===== config.mk =====
export PLATFORM = sky130hd
export DESIGN_NAME = clk_div_monitor
export DESIGN_NICKNAME = d
export VERILOG_FILES = /design/src/rtl/clk_div_monitor.sv
export SDC_FILE = /design/constraint.sdc
export NUM_CORES = 1
export LEC_CHECK = 0
export CAP_MARGIN = 20
export CORE_MARGIN = 3
export CORE_UTILIZATION = 35
export DETAILED_ROUTE_END_ITERATION = 7
export SKIP_CTS_REPAIR_TIMING = 1
export SYNTH_ARGS = -nofsm -noshare
export SYNTH_HDL_FRONTEND = slang
export SYNTH_SLANG_ARGS = --single-unit

===== constraint.sdc =====
create_clock -name clk -period 3.2 [get_ports clk]
set_input_delay 0.96 -clock clk [delete_from_list [all_inputs] [get_ports clk]]
set_output_delay 0.96 -clock clk [all_outputs]
set_load 0.02 [all_outputs]

===== src/rtl/clk_div_monitor.sv =====
// clk_div_monitor: samples a slow divided clock in the clk domain, emits
// rise/fall enable strobes, measures period/high time, reports lock/stall.
//
// Ports:
//   clk          system clock, all logic on its rising edge
//   rst          synchronous reset, active-high
//   sclk_in      divided clock to monitor (may be asynchronous)
//   rise_tick    one-cycle strobe per sclk_in rising edge
//   fall_tick    one-cycle strobe per sclk_in falling edge
//   period       clk cycles between the last two rise_ticks
//   period_valid one-cycle strobe when period updates
//   high_time    clk cycles from last rise_tick to following fall_tick
//   locked       period stable for LOCK_COUNT consecutive comparisons
//   stalled      no rising edge within TIMEOUT cycles
module clk_div_monitor #(
    parameter int CNT_W      = 32,
    parameter int TIMEOUT    = 2000000,
    parameter int LOCK_COUNT = 4,
    parameter int TOL        = 0
) (
    input  logic             clk,
    input  logic             rst,
    input  logic             sclk_in,
    output logic             rise_tick,
    output logic             fall_tick,
    output logic [CNT_W-1:0] period,
    output logic             period_valid,
    output logic [CNT_W-1:0] high_time,
    output logic             locked,
    output logic             stalled
);

    localparam int MW = $clog2(LOCK_COUNT + 1);

    localparam logic [0:0] IDLE = 1'b0;
    localparam logic [0:0] RUN  = 1'b1;

    localparam logic [CNT_W-1:0] CNT_MAX = '1;
    localparam logic [CNT_W-1:0] ONE     = CNT_W'(1);
    localparam logic [CNT_W-1:0] TMO     = CNT_W'(TIMEOUT);
    localparam logic [CNT_W:0]   TOLV    = (CNT_W+1)'(TOL);
    localparam logic [MW-1:0]    LOCK_N  = MW'(LOCK_COUNT);
    localparam logic [MW-1:0]    M_ONE   = MW'(1);

    logic             s1, s2, s3;
    logic [1:0]       guard;
    logic [0:0]       state;
    logic [CNT_W-1:0] cnt;
    logic [CNT_W-1:0] hcnt;
    logic [MW-1:0]    match_cnt;
    logic             primed;

    logic             rise_det;
    logic             fall_det;
    logic [CNT_W:0]   diff;
    logic             in_tol;
    logic [MW-1:0]    match_inc;

    // Detection is masked while guard counts down after reset so that an
    // sclk_in already high at reset does not look like a rising edge.
    assign rise_det = s2 & ~s3 & (guard == 2'd0);
    assign fall_det = ~s2 & s3 & (guard == 2'd0);

    // cnt holds the period being closed; compare against the previous one.
    always_comb begin
        diff = '0;
        if ({1'b0, cnt} >= {1'b0, period})
            diff = {1'b0, cnt} - {1'b0, period};
        else
            diff = {1'b0, period} - {1'b0, cnt};
    end

    assign in_tol    = (diff <= TOLV);
    assign match_inc = (match_cnt == LOCK_N) ? match_cnt
                                             : match_cnt + M_ONE;

    always_ff @(posedge clk) begin
        if (rst) begin
            s1           <= 1'b0;
            s2           <= 1'b0;
            s3           <= 1'b0;
            guard        <= 2'd3;
            state        <= IDLE;
            cnt          <= '0;
            hcnt         <= '0;
            match_cnt    <= '0;
            primed       <= 1'b0;
            rise_tick    <= 1'b0;
            fall_tick    <= 1'b0;
            period       <= '0;
            period_valid <= 1'b0;
            high_time    <= '0;
            locked       <= 1'b0;
            stalled      <= 1'b0;
        end else begin
            s1 <= sclk_in;
            s2 <= s1;
            s3 <= s2;

            if (guard != 2'd0)
                guard <= guard - 2'd1;

            rise_tick    <= rise_det;
            fall_tick    <= fall_det;
            period_valid <= 1'b0;

            if (rise_det)
                hcnt <= ONE;
            else if (hcnt != CNT_MAX)
                hcnt <= hcnt + ONE;

            // A fall before the first reference rise has no rise to measure from.
            if (fall_det && state == RUN)
                high_time <= hcnt;

            if (rise_det) begin
                stalled <= 1'b0;
                cnt     <= ONE;
                if (state == IDLE) begin
                    state  <= RUN;
                    primed <= 1'b0;
                end else begin
                    period       <= cnt;
                    period_valid <= 1'b1;
                    primed       <= 1'b1;
                    // The first period after entering RUN has nothing to
                    // compare against.
                    if (primed) begin
                        if (in_tol) begin
                            match_cnt <= match_inc;
                            locked    <= (match_inc == LOCK_N);
                        end else begin
                            match_cnt <= '0;
                            locked    <= 1'b0;
                        end
                    end
                end
            end else if (cnt == TMO) begin
                stalled   <= 1'b1;
                locked    <= 1'b0;
                match_cnt <= '0;
                state     <= IDLE;
                cnt       <= '0;
            end else if (cnt != CNT_MAX) begin
                cnt <= cnt + ONE;
            end
        end
    end

endmodule


* After elaboration in Yosys (flattened, before gate mapping)
Index checks and enable logic that the tools add are counted.
** Storage, ports and cells
- Logic and storage cells :: 70
- Input bits :: 3
- Output and inout port bits :: 69
- Register bits after elaboration :: 143
** Operators by class
- Reductions and logical operators :: 11
- Order comparisons :: 2
- Muxes and demuxes :: 19
- Equal/unequal tests :: 7
- Bitwise operators :: 7
- Add/subtract/negate cells :: 6
** Operator list (number)
- subtractor 32 x 32 -> 33 bit :: 2
- adder 32 x 1 -> 32 bit (second input constant) :: 2
- inequality test 32 bit (second input constant) :: 2
- less-or-equal comparator 33 x 1 -> 1 bit (second input constant) :: 1
- two-way mux 33 bit :: 1
- equality test 32 x 21 -> 1 bit (second input constant) :: 1
- >= comparator 32 bit :: 1
- two-way mux 3 bit :: 6
- two-way mux 1 bit :: 12
- equality test 3 bit (second input constant) :: 2
- nonzero test 2 bit :: 3
- bitwise AND 1 bit :: 4
- inequality test 2 bit (second input constant) :: 2
- OR reduction 2 bit :: 2
- adder 3 x 1 -> 3 bit (second input constant) :: 1
- NOT 1 bit :: 3
- AND reduction 3 bit :: 1
- nonzero test 3 bit :: 1
- OR reduction 3 bit :: 1
- zero test 2 bit :: 1
- AND reduction 2 bit :: 1
- subtractor 2 x 1 -> 2 bit (second input constant) :: 1
- logical AND 1 bit :: 1

* Longest topological paths before layout
Gate-level depths: netlist of the first run.
- Depth after elaboration :: 7
- Gate-level depth with buffers :: 14
- Gate-level depth less buffers :: 13

* Worst setup path after synthesis of the first run
Ideal clock, no wire load.
- Kind :: register -> register
- From :: register period[7]
- To :: register locked
- Path buffers :: 1
- Clock period less this slack :: 3.165 ns
- Stages on the path, launching flop included :: 14
- Arrival :: 3.106 ns
- Setup time :: 0.059 ns
- Required time :: 3.141 ns
- Slack :: 0.035 ns
- Cells stage by stage :: dfxtp_1 inv_1 ha_1 buf_2 nand4_1 a211oi_1 nor3_2 xnor2_1 nor4_1 nand4_1 o22a_1 a2111oi_4 and3_1 a22o_1
** Between the ends
- Cells in the longest elaborated chain, start to end :: 7
- Elaborated cells between the ends (all ways) :: 9
- Those cells by class :: add/sub (2); order compare (2); mux (5)
** RTL lines
- from (decl) :: line 26 : output logic [CNT_W-1:0] period,
- from (signal assigned) :: line 123 : period <= cnt;
- subtractor 32 x 32 -> 33 bit (tied with other cells) :: line 70 : diff = {1'b0, period} - {1'b0, cnt};
- two-way mux 33 bit * :: line 67 : if ({1'b0, cnt} >= {1'b0, period})
- less-or-equal comparator 33 x 1 -> 1 bit * :: line 73 : assign in_tol = (diff <= TOLV);
- two-way mux 1 bit * :: line 129 : if (in_tol) begin
- two-way mux 1 bit * :: line 128 : if (primed) begin
- two-way mux 1 bit * :: line 119 : if (state == IDLE) begin
- two-way mux 1 bit * :: line 116 : if (rise_det) begin
- to (signal assigned) :: line 131 : locked <= (match_inc == LOCK_N);
- to (decl) :: line 29 : output logic locked,
Every way passes the cells marked *; elsewhere a longest branch is shown, timed or not. The select of a mux whose other input is x is not followed.
A chain may end at the register's enable or synchronous reset.

* Worst setup path after layout of the first run
- From :: register cnt[19]
- To :: register locked
** Between the ends
- Cells in the longest elaborated chain, start to end :: 7
- Elaborated cells between the ends (all ways) :: 12
- Those cells by class :: add/sub (2); order compare (2); eq/ne (1); mux (5); reduce/logical (2)
** RTL lines
- from (decl) :: line 48 : logic [CNT_W-1:0] cnt;
- from (signal assigned) :: line 145 : cnt <= cnt + ONE;
- subtractor 32 x 32 -> 33 bit (tied with other cells) :: line 70
- two-way mux 33 bit :: line 67
- less-or-equal comparator 33 x 1 -> 1 bit :: line 73
- two-way mux 1 bit :: line 129
- two-way mux 1 bit :: line 128
- two-way mux 1 bit :: line 119
- two-way mux 1 bit :: line 116
Parallel ways exist; a longest one is shown, timed or not. The select of a mux whose other input is x is not followed.

==> impl_metrics.ini, run 1 <==
[drt]
first_pass_iters = 6
wl_mm = 35.9
via_per_inst = 5.31
ant_nets = 0
routedWlPerCell_um = 17.9
num_vias = 10600
drtIter0Drc = 700
drc = 0

[status]
status = complete, but fails checks
failed_checks = negative setup slack

[sta]
maxSlewHeadroom_pct = 32.9
grt_setup_unrepaired = yes
tightest_slew_ns = 1.00
fin_hold_ws_ns = 0.447
drv_slew = 0
fmax_ghz = 0.303
fin_skew_ns = 0.0136
finalSetupViolations = 4
fin_crit_ns = 3.30
hold_viol = 0
fin_ws_ns = -0.0992
finalCritPeriodShare_pct = 103
setup_tns_ns = -0.274

[floorplanning]
rows = 60
start_util_pct = 36.2
die_w_um = 174
die_area_mm2 = 0.0303
io_pins = 72
core_region_area_mm2 = 0.0273
die_h_um = 174

[finish]
syn_to_final_growth_pct = 44.5
fill_cells = 2633
layout-drive-gt1-share_pct = 29.7
nNetsFinal = 1691
antenna_cells = 0

[min_path]
min_to = s2
min_path_cells = 1
worst_hold_startpoint = s1
worstHoldPathType = flip-flop to flip-flop

[placement]
dp_hpwl_mm = 27.2
port-buffer-count = 71
place_congestion = 0.986

[critical_path]
cp_max_fo = 4
setup.worst_path.end_class = flip-flop
regToRegSetupSlack_ns = -0.1
critPathArrivalTime_ns = 3.69
r2r-start = cnt[19]
startpoint_type = flip-flop
cp.required_ns = 3.59
r2r_end = locked
path_class = flip-flop to flip-flop
rr_worst_depth = 14

[yosys]
ys_top_cells_by_area = dfxtp_1, ha_1, nand2_1
synth_edf_count = 0
yosys.area.top_type = dfxtp_1
yosysMostFrequentCell = nand2_1
syn_area_per_cell_um2 = 7.50
ys_ff_latch = 143
syn_nets = 1391
synth_top_area_share_pct = 28.9
ys_warn_count = 0
synth_top_flop_cell = dfxtp_1
yosysSeqAreaShare_pct = 28.9
synthArstFlopShare_pct = 0
synth_cell_types = 87
synth_common_cells = nand2_1, a21oi_1, dfxtp_1
syn_area_mm2 = 0.00989
syn_inst = 1318

[global_route]
grt_max_degree = 78
overflow = 0
grt_pass1_vias = 10200
track_usage_pct = 22.5
antenna_found_initial = 1
grt_first_pass_wirelength_mm = 55.0

[power_and_ir_drop]
p_per_area_mw_per_mm2 = 322
vdd_ir_drop_max_v = 0.000334
power.leakage_nw = 5.76

[clock_tree]
h-tree-depth = 4
cts_tree = done
numClockSinks = 143
clk_latency_ns = 0.44
clock_tree.root_cell = clkbuf_16
clkSlewWorstSetupHoldPaths_ns = 0.08
cts_made_buffers = 17
clock_path_buffers = 2

[run]
max-cap-violations = 0
==> per-layer routing <==
metal / up-vias / part of all wire [%] / track usage (%) / wire [um]
li1: 5196 / - / - / -
met1: 5063 / 44 / 29.6 / 15900
met2: 312 / 47 / 37.8 / 17000
met3: 69 / 5.2 / 3.08 / 1860
met4: 2 / 3.3 / 8.01 / 1200
met5: - / 0.036 / 0 / 13
==> worst max path at each step <==
stage	from	endpoint	slack, ns	cells past startpoint
finish	cnt[19]	locked	-0.1	14
global placement	period[13]	locked	-0.35	13
detailed placement	period[13]	locked	-0.45	13
floorplan	period[7]	locked	0.04	13
CTS	period[13]	locked	-0.48	13
global route	cnt[19]	locked	-0.26	14
==> power breakdown <==
| part | switching (W) | total [W] | internal, W | leakage [nW] |
|---|---|---|---|---|
| Combinational | 0.000357 | 0.000681 | 0.000324 | 4.29 |
| Sequential | 0.0000109 | 0.00180 | 0.00179 | 1.17 |
| Clock | 0.00104 | 0.00211 | 0.00107 | 0.304 |
==> state kept, by name, indices dropped and copies added (netlist names), 2 cells and up <==
| signal | cells |
|---|---|
| period | 32 |
| hcnt | 32 |
| guard | 2 |
| high_time | 32 |
| cnt | 32 |
| match_cnt | 3 |
==> area by class of cell <==
class,count,area [um2],share of cell area (%)
timing repair buffer,345,2830,19.8
sequential,143,2900,20.3
multi-input combinational,1028,7140,50.0
clock inverter,15,211,1.48
inverter,83,312,2.18
clock buffer,17,425,2.98
tap,372,465,3.26
==> worst max-delay path, stage by stage, from the launching register on <==
cell and delay, ns:
dfxtp_2 0.36, buf_4 0.13, inv_1 0.06, ha_1 0.22, a21oi_2 0.13, o21a_1 0.21, buf_4 0.16, o21ai_0 0.14
a2111oi_4 0.47, o31ai_4 0.16, nor4_2 0.31, a32oi_2 0.12, a2111oi_4 0.42, and3_4 0.26, a22o_1 0.11
==> through the flow <==
stage / std cells / power, W / instance area (um2) / setup WS (ns) / utilization [%]
after floorplan: 1318 / 0.00222 / 9890 / 0.0351 / -
after global placement: 1955 / 0.00241 / 12700 / -0.349 / 46.5
after detailed placement: 1955 / 0.00241 / 12700 / -0.448 / 46.5
after CTS: 1987 / 0.00451 / 13300 / -0.480 / 48.8
after global routing: 2003 / 0.00476 / 14300 / -0.263 / 52.3
final: 2003 / 0.00459 / 14300 / -0.0992 / 52.3
==> cell families (layout without fill, tap and decap cells) <==
kind of cell,after synthesis,in the layout,synth area share (%)
AO/OA/AOI/OAI,340,340,22.2
buffers and inverters,147,460,6.41
flip-flops,143,143,28.9
XOR/XNOR,81,81,7.17
AND/OR/NAND/NOR,532,532,25.9
multiplexers,5,5,0.506
adder cells (fa/ha/maj),70,70,8.86
==> layout by cell type, fill, tap and decap left out, types with 7 or more instances in the layout <==
cell type / n
a21o_1: 18
a21oi_1: 142
a21oi_2: 22
a31oi_1: 9
and3_1: 17
buf_4: 263
buf_6: 8
clkbuf_16: 17
clkdlybuf4s50_1: 70
clkinv_8: 10
dfxtp_1: 115
dfxtp_2: 27
ha_1: 39
ha_4: 25
inv_1: 76
inv_2: 7
nand2_1: 207
nand2_2: 9
nand2b_1: 9
nand3_1: 35
nand4_1: 33
nor2_1: 103
nor3_1: 26
nor4_1: 11
o21a_1: 14
o21ai_0: 35
o21ai_1: 11
o21bai_1: 8
or3_1: 14
xnor2_1: 52
xor2_1: 29
No activity file was read; power rests on OpenSTA's default activity.
==> inputs of run 2 (changes only) <==
==> constraint.sdc (replaced) <==
create_clock -name clk -period 3.2 [get_ports clk]
set_input_delay 0.96 -clock clk [delete_from_list [all_inputs] [get_ports clk]]
set_output_delay 0.96 -clock clk [all_outputs]
set_load 0.05 [all_outputs]
==> run 2 against run 1 <==
  * The flow still finishes with violations (negative setup slack)
  * Core utilization up 0.58 points
  * Total power is 4.5% lower
  * Wire length decreased by 0.15%
  * Combinational power is 2% higher
  * Final cell count increased by 2.1%
  * Flip-flop and latch count is the same
  * Worst setup slack worse by 0.037 ns
  * Non-clock buffer count up 43
==> impl_metrics.ini, run 2 (same netlist as run 1, synthesis figures left out) <==
[placement]
place_congestion = 0.949
placedCellCount = 2001
port-buffer-count = 71
placed_cell_area_mm2 = 0.0131
dp_hpwl_mm = 27.8

[critical_path]
cp_max_fo = 5
crit_top_cell = buf_4
critPathArrivalTime_ns = 3.65
regToRegSetupSlack_ns = -0.14
cp_slowest_cell = a211oi_2
setup.worst_path.end_class = flip-flop
startpoint_type = flip-flop
cp.required_ns = 3.51
critPathMaxStageDelay_ns = 0.37
path_class = flip-flop to flip-flop
crit_chain = inv_1, ha_1, buf_4, nand2_2, o21ai_2, a221oi_2, nor2_1, a211oi_2, buf_4, mux2i_4, a2111oi_4, buf_4, o2111ai_4, o41ai_4, buf_4, and3_4, a22o_1
rr_worst_depth = 17

[sta]
fmax_ghz = 0.300
tightest_slew_ns = 0.884
maxSlewHeadroom_pct = 41.0
finalSetupViolations = 3
finalCritPeriodShare_pct = 104
grt_setup_unrepaired = yes
fin_ws_ns = -0.136
fin_skew_ns = 0.0166
drv_slew = 0
fin_crit_ns = 3.34
hold_viol = 0

[global_route]
antenna_found_initial = 0
grt_max_degree = 78
grt_pass1_vias = 10300
overflow = 0
track_usage_pct = 22.5
grt_first_pass_wirelength_mm = 55.0

[run]
max-cap-violations = 0

[power_and_ir_drop]
combPwrFrac_pct = 15.9
vdd_ir_drop_max_v = 0.000343
power.leakage_nw = 5.94
clkPwrFrac_pct = 43.0
seq_power_share_pct = 41.1
p_sw_w = 0.00124
p_per_area_mw_per_mm2 = 304
p_int_w = 0.00314
total_power_w = 0.00439
switching_share_pct = 28.4

[finish]
stdcell_area_mm2 = 0.0144
final_util_pct = 52.9
mostFrequentLayoutCells = buf_4, nand2_1, a21oi_1
antenna_cells = 0
layout_commonest_cell = buf_4
layout-drive-gt1-share_pct = 31.4
syn_to_final_growth_pct = 46.1
layoutNonFillerInstCount = 2046
nNetsFinal = 1734

[status]
status = complete, but fails checks
failed_checks = negative setup slack

[drt]
drc = 0
first_pass_iters = 5
drtIter0Drc = 818
via_per_inst = 5.22
wl_mm = 35.9
num_vias = 10700
routedWlPerCell_um = 17.5
ant_nets = 0

[clock_tree]
clock_path_buffers = 2
clk_latency_ns = 0.43
clkSlewWorstSetupHoldPaths_ns = 0.06
cts_made_buffers = 17
h-tree-depth = 4
numClockSinks = 143
clock_tree.root_cell = clkbuf_16
cts_tree = done

[floorplanning]
die_w_um = 174
start_util_pct = 36.2
core_region_area_mm2 = 0.0273
die_h_um = 174
io_pins = 72
rows = 60
die_area_mm2 = 0.0303

[min_path]
min_path_cells = 1
worstHoldPathType = flip-flop to flip-flop
-- run 2: routing by layer --
metal | GRT usage (%) | vias up | routed length [um]
met5 | 0 | - | 0
met4 | 8.45 | 0 | 1280
met3 | 4.00 | 68 | 2010
met2 | 36.1 | 341 | 16400
met1 | 30.2 | 4979 | 16200
li1 | - | 5283 | -
-- run 2: layout make-up --
class                      instances  area [um2]
clock inverter                    15         129
inverter                          83         312
timing repair buffer             388        3110
clock buffer                      17         425
multi-input combinational       1028        7090
sequential                       143        2920
tap                              372         465
fill                            2637       12900
-- run 2: path summary, 6_finish.rpt --
path | start | end
min reg2reg | s1 | s2
max reg2reg | period[12] | locked
min | s1 | s2
max | period[12] | locked
-- run 2: power groups by stage --
stage          Sequential, W  Clock (W)  Combinational (W)
2_1_floorplan        0.00184          0           0.000383
3_3_place_gp         0.00184          0           0.000579
3_5_place_dp         0.00184          0           0.000581
4_1_cts              0.00180    0.00193           0.000584
5_1_grt              0.00181    0.00201           0.000741
6_report             0.00180    0.00189           0.000696
-- run 2: critical path: cells and delay by family, from the launching register on --
family,cells,cell delay [ns]
adders and majority gates,1,0.33
AOI/OAI and AO/OA,7,1.21
buffers and inverters,5,0.76
muxes,1,0.24
DFF,1,0.32
and+or+nand+nor,3,0.36
-- run 2: per-stage QoR --
step	setup TNS (ns)	hold WS (ns)	setup slack [ns]
5_1_grt	-0.700	0.458	-0.214
6_report	-0.281	0.436	-0.136
3_5_place_dp	-1.35	0.421	-0.379
2_1_floorplan	0	0.414	0.0476
4_1_cts	-1.49	0.436	-0.418
3_3_place_gp	-1.10	0.418	-0.296
